===== src/rtl/sc_io_datamem.sv =====
// ---------------------------------------------------------------------------
// sc_io_datamem
//
// Data memory for a single-cycle CPU with memory-mapped I/O. The low half
// of the address window (addr[7]=0) is word RAM, and the high half
// (addr[7]=1) is a small register file:
//
//   offset 0..NUM_OUT-1     out_reg[i]            read / write
//   offset 8..8+NUM_IN-1    synchronised in_port  read only
//   offset 16               chg_status            read / write-1-to-clear
//   offset 17               irq_mask              read / write
//   offset 24..24+NUM_OUT-1 out_reg[i] toggle     write XORs, read returns
//   anything else           reads 0, writes dropped
//
// Request/acknowledge protocol: req is sampled on every rising edge with no
// backpressure. A request accepted at edge N (req=1, reset=0) produces
// ack=1 for exactly the following cycle. A read returns rdata during that
// ack cycle, and a write returns rdata=0. When reset is high, no request is
// accepted, and an ack that would otherwise show in that cycle is
// suppressed.
//
// Ports
//   clock     single clock, rising edge
//   reset     synchronous, active-high
//   req       access request
//   we        1 = write, 0 = read (qualified by req)
//   addr      byte address; word index addr[31:2]
//   wdata     write data
//   ack       completion strobe for last cycle's request
//   rdata     read data, valid while ack=1
//   in_port   NUM_IN asynchronous input words, port i at [i*DATA_W +: DATA_W]
//   out_port  NUM_OUT registered output words, same packing
//   irq       registered |(chg_status & irq_mask)
// ---------------------------------------------------------------------------
module sc_io_datamem #(
    parameter int DATA_W    = 32,
    parameter int MEM_DEPTH = 64,
    parameter int NUM_IN    = 2,
    parameter int NUM_OUT   = 2
) (
    input  logic                      clock,
    input  logic                      reset,
    input  logic                      req,
    input  logic                      we,
    input  logic [31:0]               addr,
    input  logic [DATA_W-1:0]         wdata,
    output logic                      ack,
    output logic [DATA_W-1:0]         rdata,
    input  logic [NUM_IN*DATA_W-1:0]  in_port,
    output logic [NUM_OUT*DATA_W-1:0] out_port,
    output logic                      irq
);

    localparam int AW = (MEM_DEPTH > 1) ? $clog2(MEM_DEPTH) : 1;

    // ------------------------------------------------------------------
    // State
    // ------------------------------------------------------------------
    logic [DATA_W-1:0] r_mem   [MEM_DEPTH];
    logic [DATA_W-1:0] r_out   [NUM_OUT];
    logic [DATA_W-1:0] r_sync1 [NUM_IN];
    logic [DATA_W-1:0] r_sync2 [NUM_IN];
    logic [DATA_W-1:0] r_prev  [NUM_IN];
    logic [NUM_IN-1:0] r_chg;
    logic [NUM_IN-1:0] r_mask;
    logic              r_irq;
    logic              r_ack;
    logic [DATA_W-1:0] r_rdata;

    // ------------------------------------------------------------------
    // Request qualification and address decode
    // ------------------------------------------------------------------
    logic              w_acc;
    logic              w_wr;
    logic              w_rd;
    logic              w_io;
    logic [4:0]        w_off;
    logic [AW-1:0]     w_ram_idx;
    logic              w_ram_wr;
    logic              w_io_wr;
    logic              w_unused_addr;

    assign w_acc     = req & ~reset;
    assign w_wr      = w_acc & we;
    assign w_rd      = w_acc & ~we;
    assign w_io      = addr[7];
    assign w_off     = addr[6:2];
    // Upper address bits fall away here, so RAM accesses wrap around.
    assign w_ram_idx = addr[AW+1:2];
    assign w_ram_wr  = w_wr & ~w_io;
    assign w_io_wr   = w_wr & w_io;

    // Byte offset and bits above the I/O window take no part in decode.
    assign w_unused_addr = ^{addr[31:8], addr[1:0]};

    // Per-register write strobes
    logic [NUM_OUT-1:0] w_out_wr;
    logic [NUM_OUT-1:0] w_tgl_wr;
    logic               w_chg_w1c;
    logic               w_mask_wr;

    always_comb begin
        w_out_wr  = '0;
        w_tgl_wr  = '0;
        w_chg_w1c = w_io_wr && (w_off == 5'd16);
        w_mask_wr = w_io_wr && (w_off == 5'd17);
        for (int i = 0; i < NUM_OUT; i++) begin
            w_out_wr[i] = w_io_wr && (w_off == 5'(i));
            w_tgl_wr[i] = w_io_wr && (w_off == 5'(24 + i));
        end
    end

    // ------------------------------------------------------------------
    // Read mux (combinational from the current state; registered below)
    // ------------------------------------------------------------------
    logic [DATA_W-1:0] w_io_rd;
    logic [DATA_W-1:0] w_rd_val;

    always_comb begin
        w_io_rd = '0;
        for (int i = 0; i < NUM_OUT; i++) begin
            // Plain and toggle aliases both read back the output register.
            if ((w_off == 5'(i)) || (w_off == 5'(24 + i)))
                w_io_rd = r_out[i];
        end
        for (int i = 0; i < NUM_IN; i++) begin
            if (w_off == 5'(8 + i))
                w_io_rd = r_sync2[i];
        end
        if (w_off == 5'd16) begin
            w_io_rd             = '0;
            w_io_rd[NUM_IN-1:0] = r_chg;
        end
        if (w_off == 5'd17) begin
            w_io_rd             = '0;
            w_io_rd[NUM_IN-1:0] = r_mask;
        end
    end

    assign w_rd_val = w_io ? w_io_rd : r_mem[w_ram_idx];

    // ------------------------------------------------------------------
    // Change detection
    // ------------------------------------------------------------------
    logic [NUM_IN-1:0] w_chg_set;
    logic [NUM_IN-1:0] w_chg_clr;

    always_comb begin
        w_chg_set = '0;
        for (int i = 0; i < NUM_IN; i++)
            w_chg_set[i] = (r_sync2[i] != r_prev[i]);
        w_chg_clr = w_chg_w1c ? wdata[NUM_IN-1:0] : '0;
    end

    // ------------------------------------------------------------------
    // RAM: never reset; writes land at the end of the request cycle.
    // ------------------------------------------------------------------
    always_ff @(posedge clock) begin
        if (w_ram_wr)
            r_mem[w_ram_idx] <= wdata;
    end

    // ------------------------------------------------------------------
    // Response registers
    // ------------------------------------------------------------------
    always_ff @(posedge clock) begin
        if (reset) begin
            r_ack   <= 1'b0;
            r_rdata <= '0;
        end else begin
            r_ack   <= req;
            r_rdata <= w_rd ? w_rd_val : '0;
        end
    end

    // ------------------------------------------------------------------
    // Output registers
    // ------------------------------------------------------------------
    always_ff @(posedge clock) begin
        if (reset) begin
            for (int i = 0; i < NUM_OUT; i++)
                r_out[i] <= '0;
        end else begin
            for (int i = 0; i < NUM_OUT; i++) begin
                if (w_out_wr[i])
                    r_out[i] <= wdata;
                else if (w_tgl_wr[i])
                    r_out[i] <= r_out[i] ^ wdata;
            end
        end
    end

    // ------------------------------------------------------------------
    // Input synchroniser, previous sample, status, mask, irq
    // ------------------------------------------------------------------
    always_ff @(posedge clock) begin
        if (reset) begin
            for (int i = 0; i < NUM_IN; i++) begin
                r_sync1[i] <= '0;
                r_sync2[i] <= '0;
                r_prev[i]  <= '0;
            end
            r_chg  <= '0;
            r_mask <= '0;
            r_irq  <= 1'b0;
        end else begin
            for (int i = 0; i < NUM_IN; i++) begin
                r_sync1[i] <= in_port[i*DATA_W +: DATA_W];
                r_sync2[i] <= r_sync1[i];
                r_prev[i]  <= r_sync2[i];
            end
            // A fresh change beats a simultaneous clear of the same bit.
            r_chg <= (r_chg & ~w_chg_clr) | w_chg_set;
            if (w_mask_wr)
                r_mask <= wdata[NUM_IN-1:0];
            r_irq <= |(r_chg & r_mask);
        end
    end

    // ------------------------------------------------------------------
    // Outputs
    // ------------------------------------------------------------------
    // The response flops still hold last cycle's result during the first
    // reset cycle, so they are masked with reset here.
    assign ack   = r_ack & ~reset;
    assign rdata = reset ? '0 : r_rdata;
    assign irq   = r_irq;

    always_comb begin
        out_port = '0;
        for (int i = 0; i < NUM_OUT; i++)
            out_port[i*DATA_W +: DATA_W] = r_out[i];
    end

endmodule

===== config.mk =====
export PLATFORM = sky130hd
export DESIGN_NAME = sc_io_datamem
export DESIGN_NICKNAME = d
export VERILOG_FILES = /design/src/rtl/sc_io_datamem.sv
export SDC_FILE = /design/constraint.sdc
export NUM_CORES = 2
export LEC_CHECK = 0
export CORE_MARGIN = 5
export CORE_UTILIZATION = 35
export CTS_CLUSTER_SIZE = 30
export DETAILED_ROUTE_END_ITERATION = 16
export GPL_TIMING_DRIVEN = 1
export PLACE_DENSITY = 0.49
export SLEW_MARGIN = 15
export SYNTH_ARGS = -nofsm -noshare
export SYNTH_HDL_FRONTEND = slang
export SYNTH_SLANG_ARGS = --single-unit
export TNS_END_PERCENT = 100

===== constraint.sdc =====
create_clock -name clock -period 6.7 [get_ports clock]
set_input_delay 1.005 -clock clock [delete_from_list [all_inputs] [get_ports clock]]
set_output_delay 1.005 -clock clock [all_outputs]
set_load 0.1 [all_outputs]

==> flow_metrics.env <==
export IMPL_cts_hold_buf=0
export IMPL_multi_input_area_um2=12760
export IMPL_path_cells="clkbuf_8 -> buf_4 -> nor2b_1 -> clkdlybuf4s50_1"
export IMPL_avgRoutedWirePerCell_um=28.92
export IMPL_fin_crit_ns=4.459
export IMPL_via_per_inst=5.319
export IMPL_seq_area_frac_synth_pct=73.65
export IMPL_hold_start="r_sync1[0][62]$_SDFF_PP0_"
export IMPL_dr_pass1_iters=5
export IMPL_gr_total_overflow=0
export IMPL_grt_pass1_vias=28021
export IMPL_ys_seq_elements=1318
export IMPL_worst_path_max_fanout=107
export IMPL_cap_violations=0
export IMPL_worst_clock_skew_ns=0.02444
export IMPL_antenna_cells=0
export IMPL_cp_data_arrival_time_ns=3.45
export IMPL_critPathMaxStageDelay_ns=1.01
export IMPL_yosys_warnings=0
export IMPL_htreeDepth=4
export IMPL_path_class="in -> out"
export IMPL_post_cts_setup_buffers=0
export IMPL_seqPwrFrac_pct=51.4
export IMPL_die_h_um=390.3
export IMPL_synth_edff_count=1088
export IMPL_setup_viol=0
export IMPL_p_switching_mw=3.920
export IMPL_power_density_nw_per_um2=293.7
export IMPL_crit_start="reset"
export IMPL_ioPinCount=230
export IMPL_dieArea_um2=152300
export IMPL_fin_tns_setup_ns=0
export IMPL_finalHoldViolCount=0
export IMPL_core_area_um2=143700
export IMPL_area_growth_pct=18.02
export IMPL_drv_slew=0
export IMPL_ff2ff_setup_slack_ns=4.40
export IMPL_regArea_um2=37280
export IMPL_fin_nets=3261
export IMPL_rows=139
export IMPL_syn_nets=2969
export IMPL_dp_hpwl_um=94390
export IMPL_grt_max_degree=108
export IMPL_total_power_mw=17.54
export IMPL_final_util_pct=41.58
export IMPL_cts_max_path_buffers=3
export IMPL_worstSkewPairLatency_ns=0.77
export IMPL_r2r_start="r_mem[5][29]$_DFFE_PP_"
export IMPL_drc=0
export IMPL_antenna_found_initial=8
export IMPL_hold_ws_ns=0.4375
export IMPL_cts_buffers_inserted=140
export IMPL_fmax_mhz=224.3
export IMPL_ys_flop_type="edfxtp_1"
export IMPL_netlist_instances=2837
export IMPL_p_clk_share_pct=42.6
export IMPL_worst_slack_ns=2.241
export IMPL_globalplace_congestion=0.8287
export IMPL_io_buffer_count=203
export IMPL_cts_root_buf="clkbuf_16"
export IMPL_nFillCells=12863
export IMPL_grt_first_pass_wirelength_um=211700
export IMPL_clkSinkCount=1318
export IMPL_worstHoldPathType="reg -> reg"
export IMPL_p_leak_nw=19.05
export IMPL_required_ns=5.69
export IMPL_ctsResizeCount=0
export IMPL_drive_above_1_share_pct=18.57
export IMPL_slew_headroom_pct=20.70
export IMPL_ys_types=61
export IMPL_swShare_pct=22.34
export IMPL_critPathSlowestCell="clkdlybuf4s50_1"
export IMPL_worstMarginPinSlew_ns=1.160
export IMPL_post_place_ws_ns=1.926
export IMPL_avgSynthCellArea_um2=17.84
export IMPL_rsz0062_at_grt="no"
export IMPL_antenna_left=0
export IMPL_drtIter0Drc=2373
export IMPL_start_kind="primary input"
export IMPL_vias=27359
export IMPL_die_x_um=390.3
export IMPL_combPwrFrac_pct=6.1
export IMPL_cts_tree="built"
export IMPL_totalWireLength_um=148800
export IMPL_endpoint_kind="primary output"
export IMPL_start_util_pct=35.23
export IMPL_ys_async_sr_fraction_pct=0
export IMPL_p_int_mw=13.62
export IMPL_peakVddDrop_mv=0.1935
export IMPL_netlist_area_um2=50610
export IMPL_min_period_over_period_pct=66.55
export IMPL_clkSlewWorstSetupHoldPaths_ns=0.06
export IMPL_status="completed"
export IMPL_track_usage_pct=19.37
[kinds of logic (layout without fill, tap and decap cells)]
family	count (synthesis)	in the layout	share of synthesized area, %
AOI/OAI and AO/OA	339	339	4.519
muxes	331	331	12.56
and+or+nand+nor	588	588	5.950
xor gates and xnor gates	98	98	1.696
buffers and inverters	163	567	1.632
DFF	1318	1318	73.65
[Yosys cell counts, types with 5 or more instances]
cell	n	area, um2
a21oi_1	37	185.2
mux2i_1	69	690.7
mux4_2	221	4977
a211o_1	13	113.9
xor2_1	33	289.0
buf_4	11	82.58
nand4_1	17	106.4
mux4_1	15	394.1
edfxtp_1	1088	32670
nand2_1	126	473.0
o211ai_1	12	90.09
a41oi_1	5	43.79
nor2_1	132	495.5
a221oi_1	21	183.9
a211oi_1	12	90.09
buf_2	30	150.1
mux2_2	26	292.8
clkbuf_1	95	356.6
o21ai_0	97	485.5
xnor2_1	65	569.3
buf_1	9	33.78
buf_6	12	135.1
a22o_1	16	140.1
nor4_1	6	37.54
and2_1	6	37.54
nand3_1	14	70.07
a31oi_1	17	106.4
a22oi_1	59	442.9
nor2b_1	241	1508
nor3_1	21	105.1
o22ai_1	6	37.54
dfxtp_1	230	4604
o221ai_1	7	61.31
[layer usage]
layer | vias to the layer above | part of all wire, % | global-route usage [%]
li1 | 11715 | - | -
met1 | 14452 | 43 | 26.85
met2 | 998 | 47 | 31.29
met3 | 190 | 6.8 | 4.169
met4 | 4 | 2.3 | 4.945
met5 | - | 0.017 | 0
[worst paths after layout]
check / end / depth (start not counted)
max: rdata[23] / 4
min: r_sync2[0][62]$_SDFF_PP0_ / 1
max reg2reg: r_rdata[29]$_SDFF_PP0_ / 4
min reg2reg: r_sync2[0][62]$_SDFF_PP0_ / 1
[worst max-delay path, delay by kind of cell]
family / cells / cell delay, ns
and+or+nand+nor: 1 / 0.13
buffers and inverters: 3 / 2.24
[registers in the layout (all words and copies together), names as in the netlist]
| name | count |
|---|---|
| r_out | 64 |
| irq | 1 |
| r_sync2 | 64 |
| r_mem | 1024 |
| r_sync1 | 64 |
| r_ack | 1 |
| r_chg | 2 |
| r_rdata | 32 |
| r_prev | 64 |
| r_mask | 2 |
[layout by cell type, fill, tap and decap left out, drive strengths merged, types with 4 or more instances in the layout]
master and count:
a211o 13, a211oi 12, a21oi 37, a221oi 21
a222oi 4, a22o 16, a22oi 59, a31oi 17
a41oi 5, and2 9, buf 112, bufinv 8
clkbuf 187, clkdlybuf4s50 197, clkinv 51, clkinvlp 4
dfxtp 230, edfxtp 1088, inv 8, mux2 26
mux2i 69, mux4 236, nand2 126, nand2b 4
nand3 14, nand4 17, nor2 132, nor2b 241
nor3 21, nor3b 4, nor4 6, o211ai 12
o21ai 100, o221ai 7, o22ai 6, or3 4
xnor2 65, xor2 33
[cell type report]
class                   count  share of cell area, %
flip-flops and latches   1318                  62.40
multi-input cells        1356                  21.36
clock buffers             185                  6.391
inverters                   2                0.01257
clock inverters            69                 0.9572
well taps                1903                  3.986
repair buffers            311                  4.889
[through the flow]
step / cell area [um2] / std cells
after floorplan: 50610 / 2837
after global placement: 55350 / 4890
after detailed placement: 55350 / 4890
after CTS: 59730 / 5144
after global routing: 59730 / 5144
final: 59730 / 5144
[power by group through the flow]
stage	clock network, mW	logic (mW)	registers (mW)
after CTS	7.63	1.08	9.01
after global routing	7.99	1.12	9.02
after floorplan	0	0.484	9.29
after detailed placement	0	1.07	9.19
final	7.47	1.06	9.01
after global placement	0	1.06	9.19
Power figures use the tool's default switching activity.
